**src/rtl/segasys1_sndcmd_tx.sv**
```systemverilog
// segasys1_sndcmd_tx: queues main-CPU sound commands and replays each as one
// sndno/sndstart strobe paced on clk8M_en, with a post-command gap for the sound NMI handler.
module segasys1_sndcmd_tx #(
  parameter int DEPTH_LOG2  = 2,
  parameter int SETUP_TICKS = 2,
  parameter int HOLD_TICKS  = 4,
  parameter int GAP_TICKS   = 2048
) (
  input  logic                clk48M,
  input  logic                reset,
  input  logic                clk8M_en,
  input  logic                cmd_wr,
  input  logic [7:0]          cmd_di,
  input  logic                ovf_clr,
  output logic [7:0]          sndno,
  output logic                sndstart,
  output logic                busy,
  output logic                fifo_full,
  output logic [DEPTH_LOG2:0] fifo_level,
  output logic                overflow
);
  localparam int DEPTH = 2**DEPTH_LOG2;
  localparam logic [DEPTH_LOG2:0] FULL = (DEPTH_LOG2+1)'(DEPTH);
  localparam logic [15:0] SETUP_LD = 16'(SETUP_TICKS - 1);
  localparam logic [15:0] HOLD_LD = 16'(HOLD_TICKS - 1);
  localparam logic [15:0] GAP_LD = 16'(GAP_TICKS - 1);
  typedef enum logic [1:0] {IDLE, SETUP, STROBE, GAP} state_t;
  state_t state_q;
  logic [7:0] mem_q [DEPTH];
  logic [DEPTH_LOG2-1:0] wr_ptr_q, rd_ptr_q;
  logic [DEPTH_LOG2:0] level_q, level_d;
  logic [15:0] cnt_q;
  logic [7:0] sndno_q;
  logic sndstart_q, overflow_q, overflow_d;
  logic full, pop, push, ovf_set;
  // A pop frees a slot in the same cycle, so a write into a full FIFO is accepted then.
  always_comb begin
    full = level_q == FULL;
    pop = clk8M_en && state_q == IDLE && level_q != '0;
    push = cmd_wr && (!full || pop);
    ovf_set = cmd_wr && full && !pop;
    level_d = level_q + (DEPTH_LOG2+1)'(push) - (DEPTH_LOG2+1)'(pop);
    overflow_d = ovf_set || (overflow_q && !ovf_clr);
  end
  always_ff @(posedge clk48M)
    if (push) mem_q[wr_ptr_q] <= cmd_di;
  always_ff @(posedge clk48M or posedge reset)
    if (reset) begin
      state_q <= IDLE;
      wr_ptr_q <= '0;
      rd_ptr_q <= '0;
      level_q <= '0;
      cnt_q <= '0;
      sndno_q <= '0;
      sndstart_q <= 1'b0;
      overflow_q <= 1'b0;
    end else begin
      wr_ptr_q <= wr_ptr_q + DEPTH_LOG2'(push);
      rd_ptr_q <= rd_ptr_q + DEPTH_LOG2'(pop);
      level_q <= level_d;
      overflow_q <= overflow_d;
      if (clk8M_en)
        case (state_q)
          IDLE:
            if (pop) begin
              sndno_q <= mem_q[rd_ptr_q];
              cnt_q <= SETUP_LD;
              state_q <= SETUP;
            end
          SETUP:
            if (cnt_q == '0) begin
              sndstart_q <= 1'b1;
              cnt_q <= HOLD_LD;
              state_q <= STROBE;
            end else cnt_q <= cnt_q - 16'd1;
          STROBE:
            if (cnt_q == '0) begin
              sndstart_q <= 1'b0;
              cnt_q <= GAP_LD;
              state_q <= GAP;
            end else cnt_q <= cnt_q - 16'd1;
          GAP:
            if (cnt_q == '0) state_q <= IDLE;
            else cnt_q <= cnt_q - 16'd1;
          default: state_q <= IDLE;
        endcase
    end
  assign sndno = sndno_q;
  assign sndstart = sndstart_q;
  assign busy = state_q != IDLE || level_q != '0;
  assign fifo_full = full;
  assign fifo_level = level_q;
  assign overflow = overflow_q;
endmodule

```
**config.mk**
```make
export PLATFORM = sky130hd
export DESIGN_NAME = segasys1_sndcmd_tx
export DESIGN_NICKNAME = d
export VERILOG_FILES = /design/src/rtl/segasys1_sndcmd_tx.sv
export SDC_FILE = /design/constraint.sdc
export NUM_CORES = 1
export LEC_CHECK = 0
export ABC_AREA = 0
export CAP_MARGIN = 20
export CORE_UTILIZATION = 45
export DETAILED_ROUTE_END_ITERATION = 6
export MAX_ROUTING_LAYER = met4
export PLACE_DENSITY = 0.65
export SKIP_LAST_GASP = 1
export SYNTH_ARGS = -nofsm -noshare
export SYNTH_HDL_FRONTEND = slang
export SYNTH_SLANG_ARGS = --single-unit
```
**constraint.sdc**
```tcl
create_clock -name clk48M -period 3.35 [get_ports clk48M]
set_clock_uncertainty 0.05 [all_clocks]
set_input_delay 1.005 -clock clk48M [delete_from_list [all_inputs] [get_ports clk48M]]
set_output_delay 1.005 -clock clk48M [all_outputs]
set_load 0.02 [all_outputs]
```
==> impl_metrics.py, run 1 <==
metrics = {
    "synth": {
        "synth_seq_area_share": 0.5777,
        "async_flop_share": 0.5224,
        "synth_top_cell_area_share": 0.3022,
        "synth_top_cell_by_area": "edfxtp_1",
        "post_synth_instance_area_sq_um": 3179,
        "synthMuxAreaShare": 0.08815,
        "synth_nets": 264,
        "synth_edf_count": 32,
        "yosys.area_share.xor_xnor": 0.02204,
        "synth_area_leaders": "edfxtp_1 30%, dfrtp_1 28%, mux4_2 5.7%",
        "synthFlopType": "dfrtp_1",
        "synth_seq_cells": 67,
        "synth_compound_area_frac": 0.09996,
        "synthAdderAreaFrac": 0.04565,
        "synth_top_family_by_area": "simple AND/OR/NAND/NOR gates",
        "syn-instance-count": 240,
        "synth_warnings": 0,
        "synth_simple_gate_area_share": 0.1413,
        "yosysUniqueCellTypes": 54,
        "syn_avg_cell_area_sq_um": 13.25,
    },
    "floorplan": {
        "die_area_sq_um": 7405,
        "io_pins": 28,
        "rows": 30,
        "start_util": 0.4680,
        "die_h_um": 86.06,
        "core_area_sq_um": 6794,
        "die_x_um": 86.06,
    },
    "clock_network": {
        "cts_buffers": 9,
        "cts_tree": "built",
        "clockBufferDepth": 2,
        "root_buffer": "clkbuf_8",
        "clk_latency_ps": 340,
        "clock-sinks": 67,
        "clk_pin_slew_ps": 80,
        "post_cts_buffers": 0,
        "htreeDepth": 3,
    },
    "global_routing": {
        "top_usage_layer": "met2",
        "grt_usage": 0.1890,
        "met1_usage": 0.2377,
        "grt_pass1_wl_mm": 10.08,
        "grt_pass1_vias": 2033,
        "met2_usage": 0.3009,
        "grtUsageMet3": 0.04331,
        "overflow": 0,
        "grt_max_degree": 36,
        "antenna_found_initial": 0,
    },
    "route": {
        "drt_pass1_iterations": 4,
        "ant_nets": 0,
        "wl_per_cell_um": 15.34,
        "vias_per_cell": 5.274,
        "num_vias": 1983,
        "drt-initial-drc-count": 104,
        "drt-total-wl_mm": 5.769,
        "drc_errors": 0,
    },
    "worst_setup_path": {
        "critPathCaptureType": "output pin",
        "cp.required_ps": 2290,
        "arrival_ps": 1860,
        "critPathLaunchType": "register",
        "crit_type": "register to output pin",
        "cp_max_fo": 4,
    },
    "sta": {
        "period_share": 0.8700,
        "layout_min_cycle_time_ps": 2914,
        "hold_viol": 0,
        "finalSetupTns_ps": 0,
        "rsz0062_at_grt": "no",
        "fmax_ghz": 0.3431,
        "drv_slew": 0,
        "slew_headroom": 0.6245,
        "worstMarginPinSlew_ps": 555.4,
        "hold_slack_ps": 452.3,
        "setup_viol": 0,
    },
    "finish": {
        "fillers": 571,
        "drive_gt1_frac": 0.1929,
        "fin_nets": 299,
        "register_area_sq_um": 1837,
        "diodes": 0,
        "area_delta_synth_final_pct": 19.56,
        "multi_input_area_sq_um": 1270,
    },
    "placed_design": {
        "dpl.hpwl_mm": 3.991,
        "gp_congestion": 0.8097,
        "port-buffer-count": 27,
    },
    "worst_hold_path": {
        "hold_path.class": "register to register",
    },
    "power": {
        "p_leak_uw": 0.001521,
        "power_uw": 3809,
        "peakVddDrop_uv": 549.3,
        "pwr_density_cell_nw_per_um2": 1002,
    },
    "run_status": {
        "status": "finished clean",
    },
    "run": {
        "drv_cap": 0,
    },
}
[layer usage]
layer | vias up | wire (um)
li1 | 974 | -
met1 | 978 | 2714
met2 | 24 | 2840
met3 | 7 | 146
met4 | 0 | 68
met5 | - | 0
[area by class of cell]
type | count | share of cell area
Multi-Input combinational cell | 155 | 0.3341
Clock buffer | 9 | 0.03259
Clock inverter | 7 | 0.02600
Sequential cell | 67 | 0.4832
Inverter | 9 | 0.008887
Timing Repair Buffer | 33 | 0.08361
Tap cell | 96 | 0.03160
[power breakdown]
group	switching [uW]	leakage, uW	internal (uW)	total (uW)
clock	326	0.000110	424	750
sequential	284	0.000735	1150	1430
combinational	854	0.000676	773	1630
total	1460	0.00152	2350	3810
[path summary, 6_finish.rpt]
path / start / end / slack, ps / cells past startpoint
max: state_q[0] / busy / 440 / 4
min: sndno[7] / sndno[7] / 450 / 2
max reg2reg: cnt_q[0] / state_q[1] / 940 / 7
min reg2reg: sndno[7] / sndno[7] / 450 / 2
max in group asynchronous: reset / cnt_q[9] / 1920 / 3
min in group asynchronous: reset / cnt_q[14] / 1000 / 3
[cell families after synthesis]
family,count (synthesis)
simple gates,74
mux,17
flops,67
buf+inv,18
xor+xnor,8
fa+ha+maj,11
compound gates,45
[flip-flops by register name, indices dropped and copies added, names as in the netlist]
signal,count
fifo_level,3
wr_ptr_q,2
cnt_q,16
sndstart,1
sndno,8
mem_q,32
state_q,2
overflow,1
rd_ptr_q,2
[stage by stage]
step / setup slack (ps) / std cells / utilization / instance area [sq um]
2_1_floorplan: 593.4 / 240 / - / 3179
4_1_cts: 77.19 / 376 / 0.5591 / 3799
5_1_grt: 314.6 / 376 / 0.5595 / 3801
6_report: 435.6 / 376 / 0.5595 / 3801
3_3_place_gp: 389.6 / 360 / 0.5263 / 3576
3_5_place_dp: 322.2 / 360 / 0.5263 / 3576
[critical path, cell delays in order (launching register included)]
cell and delay (ps):
dfrtp_1 400, inv_1 120, ha_1 220, or4b_1 530, dlymetal6s2s_1 250
[synthesized netlist by cell type (all sizes together) (8+ instances only)]
master	count
nor2	16
a31oi	8
nand2	17
inv	9
edfxtp	32
a21o	9
o21ai	8
dfrtp	35
mux2	8
mux4	8
ha	10
a21oi	8
[timing repair]
item                                    4_1_cts  5_1_grt
resized for setup                             0        1
hold buffers                                  0        0
endpoints found under the setup margin        0        1
[placed cells by master, fill, tap and decap left out, types with 6 or more instances in the layout]
cell type,count
dfrtp_1,35
edfxtp_1,32
clkdlybuf4s50_1,26
nand2_1,15
nor2_1,14
ha_1,10
inv_1,9
a21o_1,9
clkbuf_8,9
mux4_2,8
a31oi_1,8
mux2_2,7
a21oi_1,7
o21ai_0,6
buf_4,6
No activity file was read; power rests on OpenSTA's default activity.
==> run 2: changes to the inputs <==
--- a/config.mk
+++ b/config.mk
@@ -6,11 +6,11 @@
 export NUM_CORES = 1
 export LEC_CHECK = 0
 export ABC_AREA = 0
-export CAP_MARGIN = 20
-export CORE_UTILIZATION = 45
+export CORE_UTILIZATION = 48
 export DETAILED_ROUTE_END_ITERATION = 6
+export HOLD_SLACK_MARGIN = 0.05
 export MAX_ROUTING_LAYER = met4
-export PLACE_DENSITY = 0.65
+export PLACE_DENSITY = 0.68
 export SKIP_LAST_GASP = 1
 export SYNTH_ARGS = -nofsm -noshare
 export SYNTH_HDL_FRONTEND = slang
==> run 2 against run 1 <==
Net effect: utilization is 2.8 points higher; largest cell class unchanged; global-route usage grew 0.19 points; via count is 1.8% higher; critical path depth did not move; register-to-register slack worse by 40 ps; critical path type unchanged; maximum frequency is 1.7% lower; sequential cell count did not move; routed wire length up 1.7%; hold slack lost 9.3 ps; sequential power hardly changed.
==> impl_metrics.py, run 2 (synthesized netlist as in run 1, its figures left out) <==
metrics = {
    "run_status": {
        "status": "finished clean",
    },
    "finish": {
        "largest-register": "mem_q",
        "fin_nets": 298,
        "multi_input_area_sq_um": 1270,
        "register_area_sq_um": 1837,
        "largest_reg_flops": 32,
        "stdcell_count": 356,
        "fillers": 524,
        "diodes": 0,
        "final_area_sq_um": 3755,
        "final_core_util": 0.5880,
        "final_cell_mix": "35 x dfrtp_1, 32 x edfxtp_1, 26 x clkdlybuf4s50_1, 15 x nand2_1, 14 x nor2_1",
        "area_delta_synth_final_pct": 18.10,
        "drive_gt1_frac": 0.1900,
        "final_common_cell": "dfrtp_1",
    },
    "clock_network": {
        "root_buffer": "clkbuf_8",
        "clockBufferDepth": 2,
        "post_cts_buffers": 0,
        "cts_tree": "built",
        "clk_pin_slew_ps": 80,
        "htreeDepth": 3,
        "clk_latency_ps": 340,
        "clock-sinks": 67,
        "cts_buffers": 9,
    },
    "global_routing": {
        "overflow": 0,
        "grt_max_degree": 36,
        "grt_pass1_wl_mm": 9.860,
        "grt_pass1_vias": 2038,
        "met2_usage": 0.3130,
        "met1_usage": 0.2335,
        "antenna_found_initial": 0,
        "grt_usage": 0.1909,
        "top_usage_layer": "met2",
        "grtUsageMet3": 0.04473,
    },
    "power": {
        "pwr_density_cell_nw_per_um2": 999.2,
        "peakVddDrop_uv": 597.7,
        "power_uw": 3752,
        "p_leak_uw": 0.001508,
    },
    "placed_design": {
        "port-buffer-count": 27,
        "gp_congestion": 0.7552,
        "dpl.hpwl_mm": 4.006,
        "place_area_sq_um": 3545,
        "dp_cells": 340,
    },
    "worst_setup_path": {
        "r2r_slack_ps": 900,
        "cp_slowest_cell": "or4b_1",
        "critPathTopFamily": "simple AND/OR/NAND/NOR gates",
        "slowest_delay_ps": 550,
        "critPathCaptureType": "output pin",
        "critical_path.cell_chain": "inv_1 -> ha_1 -> or4b_1 -> dlymetal6s2s_1",
        "arrival_ps": 1910,
        "critPathLaunchType": "register",
        "crit_type": "register to output pin",
        "cp_max_fo": 4,
        "critPathBufInv": 2,
        "cp.required_ps": 2290,
    },
    "sta": {
        "slew_headroom": 0.5886,
        "finalSetupTns_ps": 0,
        "rsz0062_at_grt": "no",
        "layout_min_cycle_time_ps": 2964,
        "worstMarginPinSlew_ps": 608.5,
        "fmax_ghz": 0.3373,
        "hold_viol": 0,
        "period_share": 0.8849,
        "setup_viol": 0,
        "drv_slew": 0,
    },
    "floorplan": {
        "core_area_sq_um": 6386,
        "start_util": 0.4978,
        "die_x_um": 83.39,
        "die_h_um": 83.39,
        "die_area_sq_um": 6953,
        "rows": 29,
        "io_pins": 28,
    },
    "route": {
        "drt_pass1_iterations": 4,
        "num_vias": 2018,
        "vias_per_cell": 5.669,
        "drc_errors": 0,
        "drt-total-wl_mm": 5.868,
        "wl_per_cell_um": 16.48,
        "ant_nets": 0,
        "drt-initial-drc-count": 102,
    },
    "run": {
        "drv_cap": 0,
    },
    "worst_hold_path": {
        "hold_path.class": "register to register",
    },
}
[run 2: cell types whose count changed in the layout (fill, tap and decap cells not counted)]
cell | before | now
clkinv_2 | 1 | 0
bufinv_16 | 2 | 1
buf_4 | 6 | 5
clkinv_4 | 1 | 2
inv_8 | 0 | 1
[run 2: worst paths after layout]
| kind | startpoint | endpoint | cells after the start |
|---|---|---|---|
| worst max-delay path | state_q[0] | busy | 4 |
| worst min-delay path | sndno[7] | sndno[7] | 2 |
| worst max register to register | cnt_q[0] | state_q[1] | 7 |
| worst min register to register | sndno[7] | sndno[7] | 2 |
| max in group asynchronous | reset | sndno[1] | 3 |
| min in group asynchronous | reset | cnt_q[0] | 3 |
[run 2: final cells by class]
type,instances,share of cell area
Tap cell,77,0.02566
Timing Repair Buffer,32,0.08264
Sequential cell,67,0.4892
Clock buffer,9,0.03299
Multi-Input combinational cell,155,0.3382
Inverter,9,0.008997
Clock inverter,7,0.02233
[run 2: worst min-delay path, stage by stage (launching register included)]
cell and delay (ps):
dfrtp_1 360, nand2_1 50, nand2_1 60
[run 2: per-layer routing]
metal | up-vias | wire length (um)
met5 | - | 0
met4 | 0 | 111
met3 | 11 | 166
met2 | 26 | 2921
met1 | 1006 | 2668
li1 | 975 | -
[run 2: repair_timing]
| action | in CTS | in global routing |
|---|---|---|
| hold buffers | 0 | 0 |
| endpoints found under the setup margin | 0 | 1 |
| gates resized for setup | 0 | 1 |
[run 2: power breakdown]
part | leakage [uW] | switching, uW | internal [uW]
clock network | 0.000102 | 342 | 356
registers | 0.000735 | 281 | 1150
logic | 0.000671 | 857 | 767
[run 2: through the flow]
stage,hold slack [ps],setup slack [ps]
after floorplan,422.3,593.4
after global placement,417.6,376.7
after detailed placement,426.0,323.6
after CTS,446.0,50.69
after global routing,476.9,324.9
final,443.0,385.6
